### config.mk
export PLATFORM = sky130hd
export DESIGN_NAME = lsu_mem_stage
export DESIGN_NICKNAME = d
export VERILOG_FILES = /design/src/rtl/lsu_pkg.sv /design/src/rtl/lsu_align.sv /design/src/rtl/lsu_mem_stage.sv
export SDC_FILE = /design/constraint.sdc
export NUM_CORES = 1
export LEC_CHECK = 0
export ABC_CLOCK_PERIOD_IN_PS = 4300
export BUFFER_PORTS_ARGS = -buffer_cell sky130_fd_sc_hd__buf_2
export CELL_PAD_IN_SITES_DETAIL_PLACEMENT = 0
export CELL_PAD_IN_SITES_GLOBAL_PLACEMENT = 1
export CORE_AREA = 3 3 135 137
export CTS_BUF_LIST = sky130_fd_sc_hd__clkbuf_4 sky130_fd_sc_hd__clkbuf_8
export CTS_CLUSTER_SIZE = 12
export DETAILED_ROUTE_END_ITERATION = 8
export DIE_AREA = 0 0 138 140
export PLACE_DENSITY_LB_ADDON = 0.1
export REMOVE_ABC_BUFFERS = 1
export SLEW_MARGIN = 40
export SYNTH_ARGS = -nofsm -noshare
export SYNTH_HDL_FRONTEND = slang
export SYNTH_HIERARCHICAL = 1
export SYNTH_SLANG_ARGS = --single-unit
### constraint.sdc
create_clock -name clk -period 4.3 [get_ports clk]
set_input_delay 1.29 -clock clk [delete_from_list [all_inputs] [get_ports clk]]
set_output_delay 1.29 -clock clk [all_outputs]
set_load 0.01 [all_outputs]
### src/rtl/lsu_pkg.sv
// Shared constants and types for the load/store memory stage.
package lsu_pkg;

  localparam logic [2:0] F3_B  = 3'b000;
  localparam logic [2:0] F3_H  = 3'b001;
  localparam logic [2:0] F3_W  = 3'b010;
  localparam logic [2:0] F3_BU = 3'b100;
  localparam logic [2:0] F3_HU = 3'b101;

  typedef enum logic [1:0] {
    S_IDLE,
    S_REQ,
    S_RSP
  } lsu_state_e;

  localparam logic [3:0] STRB_B = 4'b0001;
  localparam logic [3:0] STRB_H = 4'b0011;
  localparam logic [3:0] STRB_W = 4'b1111;

endpackage

### src/rtl/lsu_align.sv
// Byte-lane steering for the memory stage: store shift, strobes,
// misalignment detection and load extraction with sign/zero extension.
module lsu_align
  import lsu_pkg::*;
(
  input  logic [1:0]  off,
  input  logic [2:0]  funct3,
  input  logic [31:0] store_data,
  input  logic [31:0] rdata,
  output logic [31:0] wdata,
  output logic [3:0]  wstrb,
  output logic        misaligned,
  output logic [31:0] load_val
);

  logic [4:0]  shamt;
  logic [31:0] rshift;
  logic        is_unsigned;

  always_comb begin
    shamt       = {off, 3'b000};
    wdata       = store_data << shamt;
    rshift      = rdata >> shamt;
    is_unsigned = (funct3 == F3_BU) || (funct3 == F3_HU);
    wstrb       = STRB_W;
    misaligned  = 1'b0;
    load_val    = rshift;
    case (funct3)
      F3_B, F3_BU: begin
        wstrb    = STRB_B << off;
        load_val = is_unsigned ? {24'b0, rshift[7:0]} : {{24{rshift[7]}}, rshift[7:0]};
      end
      F3_H, F3_HU: begin
        wstrb      = STRB_H << off;
        misaligned = off[0];
        load_val   = is_unsigned ? {16'b0, rshift[15:0]} : {{16{rshift[15]}}, rshift[15:0]};
      end
      // F3_W and every undefined encoding behave as a word access
      default: begin
        wstrb      = STRB_W;
        misaligned = (off != 2'b00);
        load_val   = rshift;
      end
    endcase
  end

endmodule

### src/rtl/lsu_mem_stage.sv
// RISC-V memory stage: ALU pass-through, aligned loads/stores over a
// request/response data port, one registered writeback record per instruction.
module lsu_mem_stage
  import lsu_pkg::*;
#(
  parameter int DATA_WIDTH = 32,
  parameter int ADDR_WIDTH = 32
) (
  input  logic                  clk,
  input  logic                  rst_n,
  input  logic                  ex_valid,
  output logic                  ex_ready,
  input  logic [DATA_WIDTH-1:0] alu_res,
  input  logic [DATA_WIDTH-1:0] store_data,
  input  logic                  mem_read,
  input  logic                  mem_write,
  input  logic [2:0]            funct3,
  input  logic [4:0]            rd,
  input  logic                  reg_write,
  input  logic                  flush,
  output logic                  dmem_req,
  input  logic                  dmem_ready,
  output logic                  dmem_we,
  output logic [ADDR_WIDTH-1:0] dmem_addr,
  output logic [31:0]           dmem_wdata,
  output logic [3:0]            dmem_wstrb,
  input  logic                  dmem_rvalid,
  input  logic [31:0]           dmem_rdata,
  output logic                  wb_valid,
  output logic [4:0]            wb_rd,
  output logic                  wb_reg_write,
  output logic [DATA_WIDTH-1:0] wb_data,
  output logic                  lsu_misaligned
);

  lsu_state_e state, state_next;

  logic [2:0]  f3_q;
  logic [4:0]  rd_q;
  logic        regw_q;
  logic        accept, is_mem, is_store;
  logic [1:0]  al_off;
  logic [2:0]  al_f3;
  logic [31:0] al_wdata, al_load;
  logic [3:0]  al_wstrb;
  logic        al_mis;

  assign ex_ready = rst_n && (state == S_IDLE);
  assign accept   = ex_valid && ex_ready && !flush;
  // Both op bits set is illegal and falls through as ALU-only
  assign is_mem   = mem_read ^ mem_write;
  assign is_store = mem_write && !mem_read;

  // In IDLE the lanes follow the offered op; afterwards the latched access
  assign al_off = (state == S_IDLE) ? alu_res[1:0] : dmem_addr[1:0];
  assign al_f3  = (state == S_IDLE) ? funct3 : f3_q;

  lsu_align u_align (
    .off        (al_off),
    .funct3     (al_f3),
    .store_data (32'(store_data)),
    .rdata      (dmem_rdata),
    .wdata      (al_wdata),
    .wstrb      (al_wstrb),
    .misaligned (al_mis),
    .load_val   (al_load)
  );

  always_ff @(posedge clk or negedge rst_n) begin
    if (!rst_n) state <= S_IDLE;
    else        state <= state_next;
  end

  always_comb begin
    state_next = state;
    case (state)
      S_IDLE:  if (accept && is_mem && !al_mis) state_next = S_REQ;
      S_REQ:   if (dmem_ready) state_next = dmem_we ? S_IDLE : S_RSP;
      S_RSP:   if (dmem_rvalid) state_next = S_IDLE;
      default: state_next = S_IDLE;
    endcase
  end

  always_ff @(posedge clk or negedge rst_n) begin
    if (!rst_n) begin
      dmem_req       <= 1'b0;
      dmem_we        <= 1'b0;
      dmem_addr      <= '0;
      dmem_wdata     <= '0;
      dmem_wstrb     <= '0;
      wb_valid       <= 1'b0;
      wb_rd          <= '0;
      wb_reg_write   <= 1'b0;
      wb_data        <= '0;
      lsu_misaligned <= 1'b0;
      f3_q           <= '0;
      rd_q           <= '0;
      regw_q         <= 1'b0;
    end else begin
      wb_valid       <= 1'b0;
      lsu_misaligned <= 1'b0;
      case (state)
        S_IDLE: begin
          if (accept) begin
            if (!is_mem) begin
              wb_valid     <= 1'b1;
              wb_data      <= alu_res;
              wb_rd        <= rd;
              wb_reg_write <= reg_write;
            end else if (al_mis) begin
              wb_valid       <= 1'b1;
              wb_data        <= '0;
              wb_rd          <= rd;
              wb_reg_write   <= 1'b0;
              lsu_misaligned <= 1'b1;
            end else begin
              dmem_req   <= 1'b1;
              dmem_we    <= is_store;
              dmem_addr  <= ADDR_WIDTH'(alu_res);
              dmem_wdata <= is_store ? al_wdata : '0;
              dmem_wstrb <= is_store ? al_wstrb : 4'b0000;
              f3_q       <= funct3;
              rd_q       <= rd;
              regw_q     <= reg_write;
            end
          end
        end
        S_REQ: begin
          if (dmem_ready) begin
            dmem_req <= 1'b0;
            if (dmem_we) begin
              wb_valid     <= 1'b1;
              wb_data      <= '0;
              wb_rd        <= rd_q;
              wb_reg_write <= 1'b0;
            end
          end
        end
        S_RSP: begin
          if (dmem_rvalid) begin
            wb_valid     <= 1'b1;
            wb_data      <= DATA_WIDTH'(al_load);
            wb_rd        <= rd_q;
            wb_reg_write <= regw_q;
          end
        end
        default: ;
      endcase
    end
  end

endmodule

==> results.py, run 1 <==
metrics = {
    "synthesis": {
        "synth_edf_count": 0,
        "synth_compound_area_frac": 0.2165,
        "async_flop_share": 1.000,
        "yosysSeqAreaShare": 0.4537,
        "synthFlopType": "dfrtp_1",
        "yosysMostFrequentCell": "dfrtp_1",
        "synth-simple-area-share": 0.1121,
        "synth_top_family_by_area": "compound AO/OA/AOI/OAI gates",
        "yosysWarnings": 6,
        "syn_area_mm2": 0.006674,
        "synth_area_leader_cell": "dfrtp_1",
        "ys_seq_elements": 121,
        "synthCells": 678,
        "post_synth_fa_ha_maj_area_fraction": 0.01125,
        "synth_area_leaders": "dfrtp_1, mux2_2, a21oi_1",
        "synth_mux_area_frac": 0.1513,
        "synthXorXnorAreaFrac": 0,
        "synth_common_cells": "dfrtp_1, nand2_1, a21oi_1",
        "synth.distinct_cells": 42,
        "yosys.area.top_type_share": 0.4537,
        "syn_avg_cell_area_um2": 9.844,
    },
    "timing": {
        "fin_skew_ns": 0.009957,
        "slew_violations": 0,
        "period_needed_ns": 3.248,
        "relSlewSlack": 0.4402,
        "tightest_slew_ns": 0.8397,
        "setup_violations": 0,
        "hold_violations": 0,
        "timing.final.crit_share": 0.7553,
        "fin_ws_ns": 1.052,
        "fmax_mhz": 307.9,
        "rsz0062_at_grt": "false",
    },
    "grt": {
        "antenna_found_initial": 2,
        "grt_usage": 0.2117,
        "grt_pass1_wl_mm": 33.04,
        "grt_pass1_vias": 5975,
        "grt_max_degree": 72,
        "grt_overflow_total": 0,
    },
    "detailed_routing": {
        "drt-wirelength-per-cell_um": 18.65,
        "postRouteAntennaNets": 0,
        "routed_via_density": 5.298,
        "wirelength_mm": 20.68,
        "dr.first_iter.drc_count": 302,
        "drt_first_pass_iters": 6,
        "drc": 0,
        "via_count": 5875,
    },
    "final_layout": {
        "multi_input_area_mm2": 0.003339,
        "final-seq-area_mm2": 0.003028,
        "instances_no_fill": 1109,
        "final_layout_size_suffix_gt1_frac": 0.4016,
        "syn_to_final_growth_pct": 24.97,
        "nets": 990,
        "diodes": 0,
        "final_area_mm2": 0.008341,
        "utilization": 0.4856,
        "fillers": 1689,
    },
    "setup_path": {
        "r2r_start": "state[0]",
        "crit_required_ns": 4.60,
        "cp_top_family": "compound AO/OA/AOI/OAI gates",
        "crit_type": "register to register",
        "crit_path_top_delay_cell": "a32oi_4",
        "timing.rr.end": "wb_data[16]",
        "crit_buf_inv": 2,
        "crit_path_start": "state[0]",
        "cp.arrival_ns": 3.55,
        "cp_slowest_stage_delay_ns": 0.61,
        "start_kind": "register",
        "reg2reg_depth": 9,
        "path_cells": "inv_1 -> ha_4 -> mux2_4 -> buf_4 -> mux2_4 -> a32oi_4 -> o211ai_1 -> a32oi_1 -> a21oi_1",
        "r2r_setup_slack_ns": 1.05,
        "cp_max_fo": 23,
        "worstSetupEndpointType": "register",
        "critPathMostFrequentCell": "mux2_4",
    },
    "place": {
        "gp_congestion": 0.8095,
        "dp.cells": 1077,
        "portBuffers": 223,
        "dp_hpwl_mm": 14.20,
        "dp_slack_ns": 0.5957,
        "placed_cell_area_mm2": 0.007920,
    },
    "clock_tree": {
        "clock_path_buffers": 2,
        "cts_sinks": 121,
        "cts.htree.levels": 4,
        "clk_pin_slew_ns": 0.07,
        "cts_buffers": 17,
        "root_buffer": "clkbuf_8",
        "cts_resized": 0,
        "cts_hold_buffers": 0,
        "clk_latency_ns": 0.44,
        "cts_setup_buffers": 0,
        "cts_tree": "built",
    },
    "floorplanning": {
        "start_util": 0.3885,
        "die_area_mm2": 0.01932,
        "ioPinCount": 224,
        "dieHeight_um": 140,
        "dieWidth_um": 138,
        "rows": 48,
        "core-area_mm2": 0.01718,
    },
    "power_and_ir_drop": {
        "swShare": 0.4111,
        "clockPowerShare": 0.190,
        "p_sw_mw": 2.286,
        "p_per_area_mw_per_mm2": 666.7,
        "leakage_nw": 3.924,
        "combPwrFrac": 0.474,
        "vdd_ir_drop_max_mv": 0.2756,
        "intPower_mw": 3.275,
        "total_power_mw": 5.561,
        "pwr-share-seq": 0.336,
    },
    "min_path": {
        "holdPathStages": 2,
        "hold_path.class": "register to register",
        "min_to": "dmem_wstrb[2]",
        "worst_hold_startpoint": "dmem_wstrb[2]",
    },
    "run_status": {
        "status": "completed",
    },
    "run": {
        "maxCapViolCount": 0,
    },
}
layout by cell type, fill, tap and decap left out, drive strengths merged, types with 3 or more instances in the layout:
master,count
a211oi,8
a21oi,101
a32oi,35
and2,10
buf,237
clkbuf,22
clkinv,5
clkinvlp,3
dfrtp,121
ha,6
inv,5
mux2,57
mux2i,36
nand2,109
nor2,16
nor2b,12
o211ai,17
o21ai,55
or2,9
worst register-to-register path, cell delays in order (launching register included):
cell	delay (ns)
dfrtp_1	0.42
inv_1	0.19
ha_4	0.30
mux2_4	0.41
buf_4	0.27
mux2_4	0.38
a32oi_4	0.61
o211ai_1	0.21
a32oi_1	0.23
a21oi_1	0.09
metal layers:
layer  track usage  up-vias  routed length (um)
met5             0        -                  21
met4       0.04628        4                 197
met3       0.07136       18                1449
met2        0.3497      176                9897
met1        0.2716     2847                9117
li1              -     2830                   -
metrics by stage:
| stage | TNS [ns] | hold WS [ns] |
|---|---|---|
| 3_3_place_gp | 0 | 0.4580 |
| 6_report | 0 | 0.4767 |
| 2_1_floorplan | -36.95 | 0.4756 |
| 5_1_grt | 0 | 0.5014 |
| 4_1_cts | 0 | 0.4821 |
| 3_5_place_dp | 0 | 0.4661 |
worst max path at each step:
stage	endpoint	slack, ns	cells after the start
after CTS	wb_data[16]	1.09	8
final	wb_data[16]	1.05	9
after global routing	wb_data[16]	0.91	9
after floorplan	wb_data[0]	-0.97	7
after detailed placement	wb_data[16]	0.60	8
after global placement	wb_data[16]	0.65	8
flip-flops by register name, summed over array words and instances, names as in the netlist, 2 cells and up:
signal	cells
dmem_addr	32
dmem_wdata	32
dmem_wstrb	4
f3_q	3
rd_q	5
state	2
wb_data	32
wb_rd	5
cells by family (layout without fill, tap and decap cells):
group / after synthesis / count (layout)
AOI/OAI and AO/OA: 225 / 225
and+or+nand+nor: 165 / 165
DFF: 121 / 121
muxes: 93 / 93
buffers and inverters: 68 / 274
adders and majority gates: 6 / 6
layout make-up:
cell class	instances	area share
multi-input cells	489	0.4004
flip-flops and latches	121	0.3630
repair buffers	237	0.1515
clock buffers	22	0.03480
well taps	225	0.03375
clock inverters	10	0.01425
inverters	5	0.002250
power groups by stage:
stage / registers [mW] / logic (mW) / clock network (mW)
after floorplan: 2.07 / 1.36 / 0
after global placement: 1.87 / 2.57 / 0
after detailed placement: 1.88 / 2.65 / 0
after CTS: 1.87 / 2.66 / 1.09
after global routing: 1.93 / 2.89 / 1.15
final: 1.87 / 2.64 / 1.06
No activity file was read; power rests on OpenSTA's default activity.
==> run 2: changes to the inputs <==
--- a/config.mk
+++ b/config.mk
@@ -5,15 +5,15 @@
 export SDC_FILE = /design/constraint.sdc
 export NUM_CORES = 1
 export LEC_CHECK = 0
-export ABC_CLOCK_PERIOD_IN_PS = 4300
+export ABC_CLOCK_PERIOD_IN_PS = 2700
 export BUFFER_PORTS_ARGS = -buffer_cell sky130_fd_sc_hd__buf_2
 export CELL_PAD_IN_SITES_DETAIL_PLACEMENT = 0
 export CELL_PAD_IN_SITES_GLOBAL_PLACEMENT = 1
-export CORE_AREA = 3 3 135 137
+export CORE_AREA = 3 3 143 145
 export CTS_BUF_LIST = sky130_fd_sc_hd__clkbuf_4 sky130_fd_sc_hd__clkbuf_8
 export CTS_CLUSTER_SIZE = 12
 export DETAILED_ROUTE_END_ITERATION = 8
-export DIE_AREA = 0 0 138 140
+export DIE_AREA = 0 0 146 148
 export PLACE_DENSITY_LB_ADDON = 0.1
 export REMOVE_ABC_BUFFERS = 1
 export SLEW_MARGIN = 40
==> constraint.sdc (replaced) <==
create_clock -name clk -period 2.7 [get_ports clk]
set_input_delay 0.81 -clock clk [delete_from_list [all_inputs] [get_ports clk]]
set_output_delay 0.81 -clock clk [all_outputs]
set_load 0.01 [all_outputs]
==> run 2 against run 1 <==
Wire length up 3.7%; clock power grew 57%; highest routed layer unchanged; fmax grew 27%; register-to-register slack got worse by 0.91 ns; cell area increased by 3.7%.
==> results.py, run 2 (synthesis results as in run 1) <==
metrics = {
    "detailed_routing": {
        "drt_first_pass_iters": 4,
        "routed_via_density": 5.117,
        "drc": 0,
        "via_count": 6002,
        "wirelength_mm": 21.45,
        "drt-wirelength-per-cell_um": 18.29,
        "dr.first_iter.drc_count": 265,
        "postRouteAntennaNets": 0,
    },
    "final_layout": {
        "largestRegisters": "dmem_addr x32, dmem_wdata x32, wb_data x32",
        "syn_to_final_growth_pct": 29.58,
        "final_common_cell": "buf_2",
        "final_layout_size_suffix_gt1_frac": 0.4234,
        "nets": 1013,
        "final_cell_mix": "buf_2, dfrtp_1, nand2_1",
    },
    "clock_tree": {
        "clock_path_buffers": 2,
        "cts_hold_buffers": 0,
        "cts_tree": "built",
        "cts_buffers": 17,
        "cts.htree.levels": 4,
        "clk_pin_slew_ns": 0.08,
        "clk_latency_ns": 0.44,
        "root_buffer": "clkbuf_8",
        "cts_sinks": 121,
    },
    "run_status": {
        "status": "completed",
    },
    "floorplanning": {
        "dieHeight_um": 148,
        "start_util": 0.3452,
        "die_area_mm2": 0.02161,
        "core-area_mm2": 0.01933,
        "rows": 51,
        "dieWidth_um": 146,
        "ioPinCount": 224,
    },
    "power_and_ir_drop": {
        "p_per_area_mw_per_mm2": 1053,
        "pwr-share-seq": 0.327,
        "swShare": 0.4139,
        "combPwrFrac": 0.491,
        "vdd_ir_drop_max_mv": 0.4739,
        "p_sw_mw": 3.768,
        "intPower_mw": 5.336,
        "leakage_nw": 4.062,
        "clockPowerShare": 0.183,
    },
    "setup_path": {
        "start_kind": "register",
        "cp.arrival_ns": 2.89,
        "crit_type": "register to register",
        "crit_required_ns": 3.03,
        "cp_max_fo": 85,
        "worstSetupEndpointType": "register",
        "reg2reg_depth": 10,
        "r2r_start": "state[1]",
        "r2r_setup_slack_ns": 0.14,
        "timing.rr.end": "dmem_addr[2]",
    },
    "timing": {
        "fin_ws_ns": 0.1430,
        "fmax_mhz": 391.1,
        "timing.final.crit_share": 0.9470,
        "final.setup.tns_ns": 0,
        "hold_violations": 0,
        "fin_hold_ws_ns": 0.1880,
        "slew_violations": 0,
        "relSlewSlack": 0.6413,
        "setup_violations": 0,
        "tightest_slew_ns": 0.5381,
        "fin_skew_ns": 0.01459,
        "period_needed_ns": 2.557,
    },
    "place": {
        "portBuffers": 223,
        "dp_slack_ns": 0.07159,
        "gp_congestion": 0.7909,
        "dp_hpwl_mm": 15.17,
    },
    "grt": {
        "grt_usage": 0.1991,
        "antenna_found_initial": 5,
        "grt_pass1_vias": 6251,
        "grt_pass1_wl_mm": 34.48,
        "grt_max_degree": 95,
        "grt_overflow_total": 0,
    },
    "min_path": {
        "hold_path.class": "input port to asynchronous set/reset pin",
    },
    "run": {
        "maxCapViolCount": 0,
    },
}
==> run 2: power groups by stage <==
stage                     logic (mW)  registers (mW)  clock network [mW]
after floorplan                 2.17            3.30                   0
after CTS                       4.42            2.98                1.70
after detailed placement        4.41            3.00                   0
final                           4.47            2.97                1.66
after global placement          4.34            2.98                   0
after global routing            4.93            3.08                1.80
==> run 2: worst max path at each step <==
stage	depth (start not counted)	from	slack, ns	to
final	10	state[1]	0.14	dmem_addr[2]
after global routing	11	state[1]	-0.01	wb_data[8]
after CTS	10	state[0]	0.07	wb_data[29]
after detailed placement	8	alu_res[0]	0.07	wb_data[12]
after global placement	8	alu_res[0]	0.11	wb_data[12]
after floorplan	9	state[0]	-2.27	wb_data[0]
==> run 2: area by class of cell <==
| type | count | area [um^2] |
|---|---|---|
| clock buffer | 18 | 247.7 |
| multi-input combinational | 490 | 3354 |
| fill | 1970 | 10690 |
| tap | 265 | 331.6 |
| inverter | 5 | 18.77 |
| timing repair buffer | 259 | 1516 |
| antenna | 1 | 2.502 |
| sequential | 121 | 3028 |
| clock inverter | 14 | 148.9 |
==> run 2: per-stage QoR <==
step	cell area, um^2	utilization	power, mW	instances
4_1_cts	8551	0.4422	9.106	1166
3_5_place_dp	8154	0.4217	7.410	1134
5_1_grt	8648	0.4473	9.811	1173
6_report	8648	0.4473	9.104	1173
2_1_floorplan	6325	-	5.471	615
3_3_place_gp	8154	0.4217	7.318	1134
==> run 2: metal layers <==
metal	GRT usage	vias up	share of wire
li1	-	2871	-
met3	0.07174	28	0.083
met2	0.3264	208	0.46
met5	0	-	0.0016
met1	0.2504	2887	0.44
met4	0.05456	8	0.013
==> run 2: what timing repair did <==
action | CTS | global route
buffers inserted | 0 | 5
gates resized for setup | 0 | 14
setup endpoints to repair | 0 | 113
==> run 2: worst max-delay path: stages (launching register included) <==
cell     delay, ns
dfrtp_1       0.45
inv_2         0.08
ha_2          0.18
buf_6         0.13
mux2_2        0.44
nor2_1        0.19
nor2_2        0.08
nor2_4        0.16
nand3_4       0.12
buf_12        0.20
mux2_2        0.32
==> run 3: changes to the inputs <==
--- a/config.mk
+++ b/config.mk
@@ -5,7 +5,7 @@
 export SDC_FILE = /design/constraint.sdc
 export NUM_CORES = 1
 export LEC_CHECK = 0
-export ABC_CLOCK_PERIOD_IN_PS = 2700
+export ABC_CLOCK_PERIOD_IN_PS = 2100
 export BUFFER_PORTS_ARGS = -buffer_cell sky130_fd_sc_hd__buf_2
 export CELL_PAD_IN_SITES_DETAIL_PLACEMENT = 0
 export CELL_PAD_IN_SITES_GLOBAL_PLACEMENT = 1
==> constraint.sdc (replaced) <==
create_clock -name clk -period 2.1 [get_ports clk]
set_input_delay 0.63 -clock clk [delete_from_list [all_inputs] [get_ports clk]]
set_output_delay 0.63 -clock clk [all_outputs]
set_load 0.01 [all_outputs]
==> run 3 against run 2 <==
The flow now finishes with violations (negative setup slack); clock power is 37% higher; critical path depth did not move; cell area increased by 6.0%; final cell count is 2.6% higher; power rose by 38%; non-clock buffer count rose by 33; global-route usage is 0.54 points higher; worst setup slack got worse by 0.54 ns; sequential power increased by 29%; critical path type unchanged; critical endpoint is now wb_data[20]; highest routed layer unchanged.
==> results.py, run 3 (synthesis results as in run 1) <==
metrics = {
    "run": {
        "maxCapViolCount": 0,
    },
    "floorplanning": {
        "die_area_mm2": 0.02161,
        "dieHeight_um": 148,
        "core-area_mm2": 0.01933,
        "start_util": 0.3452,
        "dieWidth_um": 146,
        "ioPinCount": 224,
        "rows": 51,
    },
    "clock_tree": {
        "cts_sinks": 121,
        "clock_path_buffers": 2,
        "clk_latency_ns": 0.44,
        "root_buffer": "clkbuf_8",
        "clk_pin_slew_ns": 0.08,
        "cts.htree.levels": 4,
        "cts_tree": "built",
        "cts_buffers": 17,
    },
    "setup_path": {
        "crit_path_top_delay_cell": "dfrtp_1",
        "crit_type": "register to register",
        "worstSetupEndpointType": "register",
        "cp_slowest_stage_delay_ns": 0.40,
        "cp.arrival_ns": 2.81,
        "cp_top_family": "compound AO/OA/AOI/OAI gates",
        "crit_required_ns": 2.42,
        "critPathMostFrequentCell": "mux2_4",
        "timing.rr.end": "wb_data[20]",
        "crit_buf_inv": 3,
        "start_kind": "register",
        "crit_path_start": "state[1]",
        "reg2reg_depth": 10,
        "path_cells": "inv_2 -> ha_4 -> buf_6 -> mux2_4 -> mux2_4 -> a32oi_4 -> buf_12 -> o211ai_1 -> a32oi_1 -> a21oi_1",
        "cp_max_fo": 7,
        "r2r_start": "state[1]",
        "r2r_setup_slack_ns": -0.39,
    },
    "timing": {
        "setup_violations": 120,
        "timing.final.crit_share": 1.187,
        "rsz0062_at_grt": "true",
        "fin_ws_ns": -0.3935,
        "fin_hold_ws_ns": 0.3244,
        "relSlewSlack": 0.5609,
        "period_needed_ns": 2.493,
        "fmax_mhz": 401.0,
        "slew_violations": 0,
        "tightest_slew_ns": 0.6587,
        "hold_violations": 0,
        "fin_skew_ns": 0.01770,
    },
    "power_and_ir_drop": {
        "pwr-share-seq": 0.304,
        "combPwrFrac": 0.515,
        "intPower_mw": 7.546,
        "vdd_ir_drop_max_mv": 0.5795,
        "p_per_area_mw_per_mm2": 1373,
        "leakage_nw": 4.313,
        "swShare": 0.4004,
        "clockPowerShare": 0.181,
        "p_sw_mw": 5.039,
        "total_power_mw": 12.59,
    },
    "run_status": {
        "status": "finished with violations",
        "violations": "negative setup slack",
    },
    "detailed_routing": {
        "postRouteAntennaNets": 0,
        "drt-wirelength-per-cell_um": 18.48,
        "drc": 0,
        "drt_first_pass_iters": 4,
        "wirelength_mm": 22.25,
        "via_count": 6101,
        "dr.first_iter.drc_count": 327,
        "routed_via_density": 5.067,
    },
    "place": {
        "portBuffers": 223,
        "dp_hpwl_mm": 15.40,
        "placed_cell_area_mm2": 0.008404,
        "gp_congestion": 0.7803,
        "dp.cells": 1159,
    },
    "grt": {
        "grt_usage": 0.2046,
        "grt_pass1_vias": 6294,
        "grt_overflow_total": 0,
        "grt_pass1_wl_mm": 35.19,
        "grt_max_degree": 118,
        "antenna_found_initial": 4,
    },
    "final_layout": {
        "nets": 1045,
        "final_layout_size_suffix_gt1_frac": 0.4622,
        "largestRegisters": "dmem_addr x32, dmem_wdata x32, wb_data x32",
        "instances_no_fill": 1204,
        "final_common_cell": "buf_2",
        "final_area_mm2": 0.009166,
        "diodes": 0,
        "utilization": 0.4741,
        "final_cell_mix": "buf_2, dfrtp_1, nand2_1",
        "syn_to_final_growth_pct": 37.35,
    },
    "min_path": {
        "hold_path.class": "input port to asynchronous set/reset pin",
    },
}
[run 3: metal layers]
layer,vias up,global-route usage,routed length (um)
met5,-,0,43
met4,8,0.06209,326
met3,29,0.06193,1459
met2,194,0.3294,10480
met1,2940,0.2669,9945
li1,2930,-,-
[run 3: how the worst max path moves through the flow]
stage                             end  depth (start not counted)  slack [ns]
after floorplan            wb_data[0]                          9       -2.87
after global placement    wb_data[22]                         12       -0.32
after detailed placement  wb_data[20]                         10       -0.41
after CTS                 wb_data[22]                         11       -0.34
after global routing      wb_data[20]                         10       -0.48
final                     wb_data[20]                         10       -0.39
[run 3: through the flow]
stage,setup WS [ns],setup TNS [ns]
floorplan,-2.866,-241.56
global placement,-0.3236,-25.72
detailed placement,-0.4141,-31.51
CTS,-0.3412,-28.50
global route,-0.4824,-46.39
finish,-0.3935,-34.84
[run 3: cell type report]
cell class                      instances  area (um^2)
Clock buffer                           21        282.8
Fill cell                            1918        10170
Tap cell                              265        331.6
Sequential cell                       121         3028
Multi-Input combinational cell        489         3451
Clock inverter                         11        143.9
Timing Repair Buffer                  292         1911
Inverter                                5        18.77
[run 3: power groups by stage]
stage / Combinational, mW / Sequential (mW) / Clock, mW
floorplan: 2.79 / 4.24 / 0
global placement: 5.83 / 3.83 / 0
detailed placement: 5.93 / 3.85 / 0
CTS: 6.40 / 3.83 / 2.36
global route: 7.07 / 3.96 / 2.47
finish: 6.48 / 3.83 / 2.28
[run 3: worst reg2reg max path, cell delays in order (launching register included)]
cell,delay [ns]
dfrtp_1,0.40
inv_2,0.09
ha_4,0.14
buf_6,0.10
mux2_4,0.35
mux2_4,0.36
a32oi_4,0.34
buf_12,0.17
o211ai_1,0.09
a32oi_1,0.23
a21oi_1,0.11
[run 3: timing repair]
item	in CTS	in global routing
setup buffers	9	3
resized for setup	40	14
hold buffers	1	0
hold endpoints to repair	4	0
endpoints found under the setup margin	120	120
gates cloned	2	1
pin swaps	53	19
